File: src/rtl/nonce_sequencer_ctrl.sv
// nonce_sequencer_ctrl: steps a 32-bit nonce through load/issue/wait rounds with the hash core
// until a hash falls below the latched target, the nonce range runs out, or the core times out.
module nonce_sequencer_ctrl #(
  parameter int          HASH_W    = 24,
  parameter logic [31:0] MAX_NONCE = 32'hFFFFFFFF,
  parameter int          TIMEOUT   = 64
) (
  input  logic              clk,
  input  logic              reset,
  input  logic              start,
  input  logic              abort,
  input  logic [HASH_W-1:0] target,
  input  logic              hash_valid,
  input  logic [HASH_W-1:0] hash_in,
  output logic              selector,
  output logic [7:0][3:0]   nonce,
  output logic              hash_start,
  output logic              busy,
  output logic              found,
  output logic              exhausted,
  output logic              timeout_err,
  output logic [31:0]       nonce_found,
  output logic [31:0]       attempts
);
  typedef enum logic [2:0] {IDLE, LOAD, ISSUE, WAIT, FOUND, EXHAUSTED, ERROR} state_t;
  state_t state, state_nx;
  logic [31:0] nonce_cnt;
  logic [HASH_W-1:0] target_q;
  logic [7:0] timer;
  logic go, hit, last, tmo;
  assign go = start && !busy;
  assign hit = hash_in < target_q;
  assign last = nonce_cnt == MAX_NONCE;
  assign tmo = timer + 8'd1 == 8'(TIMEOUT);
  assign nonce = nonce_cnt;
  always_ff @(posedge clk or negedge reset)
    if (!reset) state <= IDLE;
    else state <= state_nx;
  always_comb begin
    state_nx = state;
    case (state)
      IDLE, FOUND, EXHAUSTED, ERROR: state_nx = start ? LOAD : state;
      LOAD:    state_nx = ISSUE;
      ISSUE:   state_nx = WAIT;
      WAIT:    state_nx = hash_valid ? (hit ? FOUND : last ? EXHAUSTED : LOAD) : tmo ? ERROR : WAIT;
      default: state_nx = IDLE;
    endcase
    if (abort) state_nx = IDLE;
  end
  always_comb begin
    busy        = state inside {LOAD, ISSUE, WAIT};
    selector    = busy;
    hash_start  = state == ISSUE;
    found       = state == FOUND;
    exhausted   = state == EXHAUSTED;
    timeout_err = state == ERROR;
  end
  // abort freezes the datapath so a coincident start or hash result leaves no trace
  always_ff @(posedge clk or negedge reset)
    if (!reset) begin
      nonce_cnt   <= '0;
      nonce_found <= '0;
      attempts    <= '0;
      target_q    <= '0;
      timer       <= '0;
    end else if (!abort) begin
      if (go) begin
        nonce_cnt <= '0;
        attempts  <= '0;
        target_q  <= target;
      end
      if (state == ISSUE) timer <= '0;
      if (state == WAIT) begin
        if (hash_valid) begin
          attempts <= attempts + {31'd0, ~&attempts};
          if (hit) nonce_found <= nonce_cnt;
          else if (!last) nonce_cnt <= nonce_cnt + 32'd1;
        end else timer <= timer + 8'd1;
      end
    end
endmodule

File: config.mk
export PLATFORM = sky130hd
export DESIGN_NAME = nonce_sequencer_ctrl
export DESIGN_NICKNAME = d
export VERILOG_FILES = /design/src/rtl/nonce_sequencer_ctrl.sv
export SDC_FILE = /design/constraint.sdc
export NUM_CORES = 1
export LEC_CHECK = 0
export CAP_MARGIN = 40
export CORE_MARGIN = 3
export CORE_UTILIZATION = 51
export CTS_CLUSTER_SIZE = 28
export DETAILED_ROUTE_END_ITERATION = 10
export PLACE_DENSITY = 0.81
export RECOVER_POWER = 100
export SLEW_MARGIN = 10
export SYNTH_ARGS = -nofsm -noshare
export SYNTH_HDL_FRONTEND = slang
export SYNTH_SLANG_ARGS = --single-unit
File: constraint.sdc
create_clock -name clk -period 5.4 [get_ports clk]
set_input_delay 0.81 -clock clk [delete_from_list [all_inputs] [get_ports clk]]
set_output_delay 0.81 -clock clk [all_outputs]
set_load 0.05 [all_outputs]
Word-level counts from Yosys, hierarchy flattened
Index checks and enable logic that the tools add are counted.
{"block": "op_classes", "add_sub_neg": 3, "magnitude_cmp": 1, "eq_ne": 9, "mux": 18, "bitwise_logic": 1, "reduce_logical": 9}
{"operator": "$mux W32", "n": 8}
{"operator": "$add A32 B1 Y32", "n": 1}
{"operator": "$add A32 B1 Y32 const B", "n": 1}
{"operator": "$eq A32 B32 Y1 const B", "n": 1}
{"operator": "$reduce_and A32 Y1", "n": 1}
{"operator": "$lt A24 B24 Y1", "n": 1}
{"operator": "$mux W8", "n": 3}
{"operator": "$mux W3", "n": 6}
{"operator": "$pmux W3 S4", "n": 1}
{"operator": "$eq A3 B3 Y1 const B", "n": 3}
{"operator": "$add A8 B1 Y8 const B", "n": 1}
{"operator": "$eq A8 B7 Y1 const B", "n": 1}
{"operator": "$eq A3 B2 Y1 const B", "n": 2}
{"operator": "$reduce_and A4 Y1", "n": 1}
{"operator": "$reduce_or A4 Y1", "n": 1}
{"operator": "$eq A3 B1 Y1 const B", "n": 1}
{"operator": "$logic_not A3 Y1", "n": 1}
{"operator": "$ne A3 B3 Y1 const B", "n": 1}
{"operator": "$reduce_bool A3 Y1", "n": 1}
{"operator": "$logic_not A1 Y1", "n": 2}
{"operator": "$reduce_and A2 Y1", "n": 1}
{"operator": "$logic_and A1 B1 Y1", "n": 1}
{"operator": "$not A1 Y1", "n": 1}
{"block": "word_totals", "reg_bits": 131, "inputBits": 53, "output_inout_bits": 102}

Logic depth before layout (Yosys ltp)
{"block": "depth", "word_depth": 9, "mapped_depth": 15, "mapped_depth_nobuf": 14}

Worst setup path after synthesis
Ideal clock, no wire load.
{"block": "synth_timing", "path_kind": "reg2reg", "start": "register attempts[12]", "end": "register attempts[18]", "setup_time_ns": 0.131, "arrival_time_ns": 3.221, "required_time_ns": 5.269, "slack_ns": 2.048, "stages_incl_launch_ff": 16, "path_buffers": 1, "path_cell_list": "dfrtp_1 > and4_1 > nand4_1 > nor3_1 > nand3_1 > or4_1 > ha_1 > ha_1 > inv_1 > or3_1 > clkbuf_1 > nor2_1 > nand2_1 > nor3_1 > xnor2_1 > nor2_1"}
{"block": "synth_via", "elab_chain_cells": 5}
{"element": "from (decl)", "line": "23", "text": "output logic [31:0] attempts"}
{"element": "from (signal assigned)", "line": "75", "text": "attempts <= attempts + {31'd0, ~&attempts};"}
{"element": "$reduce_and A32 Y1", "line": "75"}
{"element": "$logic_not A1 Y1", "line": "75"}
{"element": "$add A32 B1 Y32 (*)", "line": "75"}
{"element": "$mux W32 (*)", "line": "74", "text": "if (hash_valid) begin"}
{"element": "$mux W32 (*)", "line": "73", "text": "if (state == WAIT) begin"}
Mark *: on every way between the ends. The rest lies on a longest branch, timed or not.
A chain may end at the register's enable or synchronous reset.

Final worst setup path
{"block": "layout_timing", "start": "input port hash_in[1]", "end": "register nonce_cnt[15] (netlist: nonce[15])"}
{"block": "layout_via", "elab_chain_cells": 4}
{"element": "from (decl)", "line": "14", "text": "input logic [HASH_W-1:0] hash_in,"}
{"element": "$lt A24 B24 Y1", "line": "32", "text": "assign hit = hash_in < target_q;"}
{"element": "$mux W32", "line": "76", "text": "if (hit) nonce_found <= nonce_cnt;"}
{"element": "$mux W32", "line": "74"}
{"element": "$mux W32", "line": "73"}
{"element": "to (signal assigned)", "line": "77", "text": "else if (!last) nonce_cnt <= nonce_cnt + 32'd1;"}
{"element": "to (decl)", "line": "27", "text": "logic [31:0] nonce_cnt;"}
No other way between the ends.

==> qor.csv <==
metric;value;unit
status;complete, but fails checks;
violations;max-capacitance violations, max-slew violations;
r2r_start;target_q[1];
wl_per_cell;17.3;um
worst_pin_slew;3470;ps
drc;0;
setup_viol;0;
maxSlewViolCount;66;
die_x;123;um
viasPerCell;6.03;
cts_tree;yes;
critPathCaptureType;flop;
cp.required;5720;ps
synthCells;734;
stdcell_count;1073;
top_layer;met4;
pwr-share-seq;38.7;%
vdd_ir_drop_max;0.195;mV
cts_resized;0;
async_flop_share;100;%
finish.utilization;69.3;%
power.total;2.85;mW
overflow;0;
port_buffers;154;
place_inst;1040;
gp_congestion;0.887;
r2r_slack;1730;ps
layout_worst_path_cycle_share;78.7;%
cts_buffers;17;
crit_buf_inv;2;
final_cell_mix;131 x dfrtp_1, 105 x dlygate4sd3_1, 83 x nand2_1;
path_common_cell;a2111oi_0;
grt_pass1_vias;6174;
switching_share;28.7;%
ant_nets;0;
via_count;6471;
route.met3.wl;1300;um
clock_sinks;131;
netlist-cell-type-count;54;
drtIter0Drc;573;
wl_met1;7990;um
drive_above_1_share;8.47;%
clock_latency;420;ps
row_count;42;
cp_data_arrival_time;4570;ps
fin_nets;965;
pin_count;155;
dr.pass1.iters;6;
rsz0062_at_grt;false;
syn_area;0.00695;mm2
cellPowerDensity;309;mW/mm2
ys_warn_count;0;
drt-total-wl;18500;um
area_delta_synth_final;32.6;%
mostFrequentLayoutCell;dfrtp_1;
worstRegToRegCells;9;
internal_power;2.03;mW
holdPathEnd;attempts[26];
fmax;235;MHz
clock_skew;8.42;ps
htree_levels;4;
antennaDiodeCount;0;
p_leak;4.11;nW
finalSetupTns;0;ps
rr_endpoint;nonce[15];
cts-root-buf;clkbuf_16;
min_period;4250;ps
hold_depth;1;
met2_length;8840;um
hold_buffers;0;
cp_slowest_stage_delay;880;ps
grt_pass1_wl;30200;um
synth_edf_count;0;
syn-num-nets;815;
core-area;0.0133;mm2
cp_cell_sequence;dlygate4sd3_1 -> ha_1 -> a2111oi_0 -> o21ai_0 -> a2111oi_0 -> o21a_1 -> o21ai_2 -> clkbuf_1 -> o221ai_1;
cts_buffer_depth;2;
antenna_found_initial;0;
cp-start-kind;input pin;
cp_max_fo;15;
initial_utilization;52.3;%
clk_pin_slew_worst_paths;60;ps
pwr-share-comb;18.5;%
hpwl;12800;um
maxSlewHeadroom;-131;%
fp.dieArea;0.0151;mm2
syn_avg_cell_area;9.47;um2
synth-seq-cells;131;
hp-class;reg -> reg;
cp_top_family;compound AO/OA/AOI/OAI gates;
crit_type;in -> reg;
chipHeight;123;um
p_switching;818;uW
cts_post_setup_buffers_inserted;0;
grt_max_degree;68;
holdCritStartpoint;attempts[26];
hold_viol_final;0;
ys.flop_type;dfrtp_1;
holdWs;492;ps
clock_power_share;42.8;%
grt_usage;25.1;%
critPathSlowestCell;a2111oi_0;
drv_cap;1;
ys_seq_area_share;47.2;%
logic make-up (layout without fill, tap and decap cells):
kind of cell | count (synthesis) | after routing | synth area share [%]
simple gates | 266 | 266 | 19.4
compound gates | 176 | 176 | 16.3
fa+ha+maj | 28 | 28 | 5.04
xor+xnor | 6 | 6 | 0.756
mux | 37 | 37 | 5.91
flops | 131 | 131 | 47.2
buf+inv | 90 | 253 | 5.42
Yosys cell counts (11+ instances only):
cell type	number	area (um2)
a21oi_1	20	100
a31oi_1	11	68.8
and3_1	13	81.3
clkbuf_1	23	86.3
dfrtp_1	131	3280
ha_1	28	350
inv_1	57	214
mux2_2	32	360
nand2_1	83	312
nand3_1	53	265
nand4_1	27	169
nor2_1	31	116
nor3_1	14	70.1
o21ai_0	72	360
o221ai_1	24	210
o31ai_1	12	90.1
state kept, by name, summed over array words and instances (netlist names):
name,flops
nonce,32
target_q,24
attempts,32
state,3
nonce_found,32
timer,8
how the worst max path moves through the flow:
stage / from / to / slack [ps] / cells past startpoint
floorplan: attempts[12] / attempts[18] / 2050 / 15
global placement: hash_in[1] / nonce_found[19] / 1400 / 10
detailed placement: hash_in[1] / nonce_found[15] / 1290 / 10
CTS: hash_in[1] / nonce_found[7] / 1690 / 10
global route: hash_in[1] / nonce[13] / 880 / 9
finish: hash_in[1] / nonce[15] / 1150 / 9
routing by layer:
layer	track usage (%)	vias to the layer above
li1	-	3010
met1	34.3	3125
met2	39.2	298
met3	5.76	38
met4	9.10	0
met5	0	-
per-stage QoR:
| step | worst slack [ps] | cell area [um2] |
|---|---|---|
| final | 1150 | 9220 |
| after global routing | 879 | 9220 |
| after CTS | 1690 | 9260 |
| after detailed placement | 1290 | 8640 |
| after global placement | 1400 | 8600 |
| after floorplan | 2050 | 6950 |
area by class of cell:
cell class	count	area, um2
Sequential cell	131	3280
Clock buffer	19	443
Inverter	57	214
Timing Repair Buffer	164	1610
Multi-Input combinational cell	513	3260
Fill cell	988	4080
Clock inverter	13	184
Tap cell	176	220
power groups by stage:
stage	clock network [mW]	logic [mW]	registers, mW
3_3_place_gp	0	0.523	1.12
2_1_floorplan	0	0.264	1.20
3_5_place_dp	0	0.546	1.12
6_report	1.22	0.527	1.10
5_1_grt	1.27	0.581	1.11
4_1_cts	1.23	0.550	1.10
Note: power is estimated with default switching activity, not from simulation.
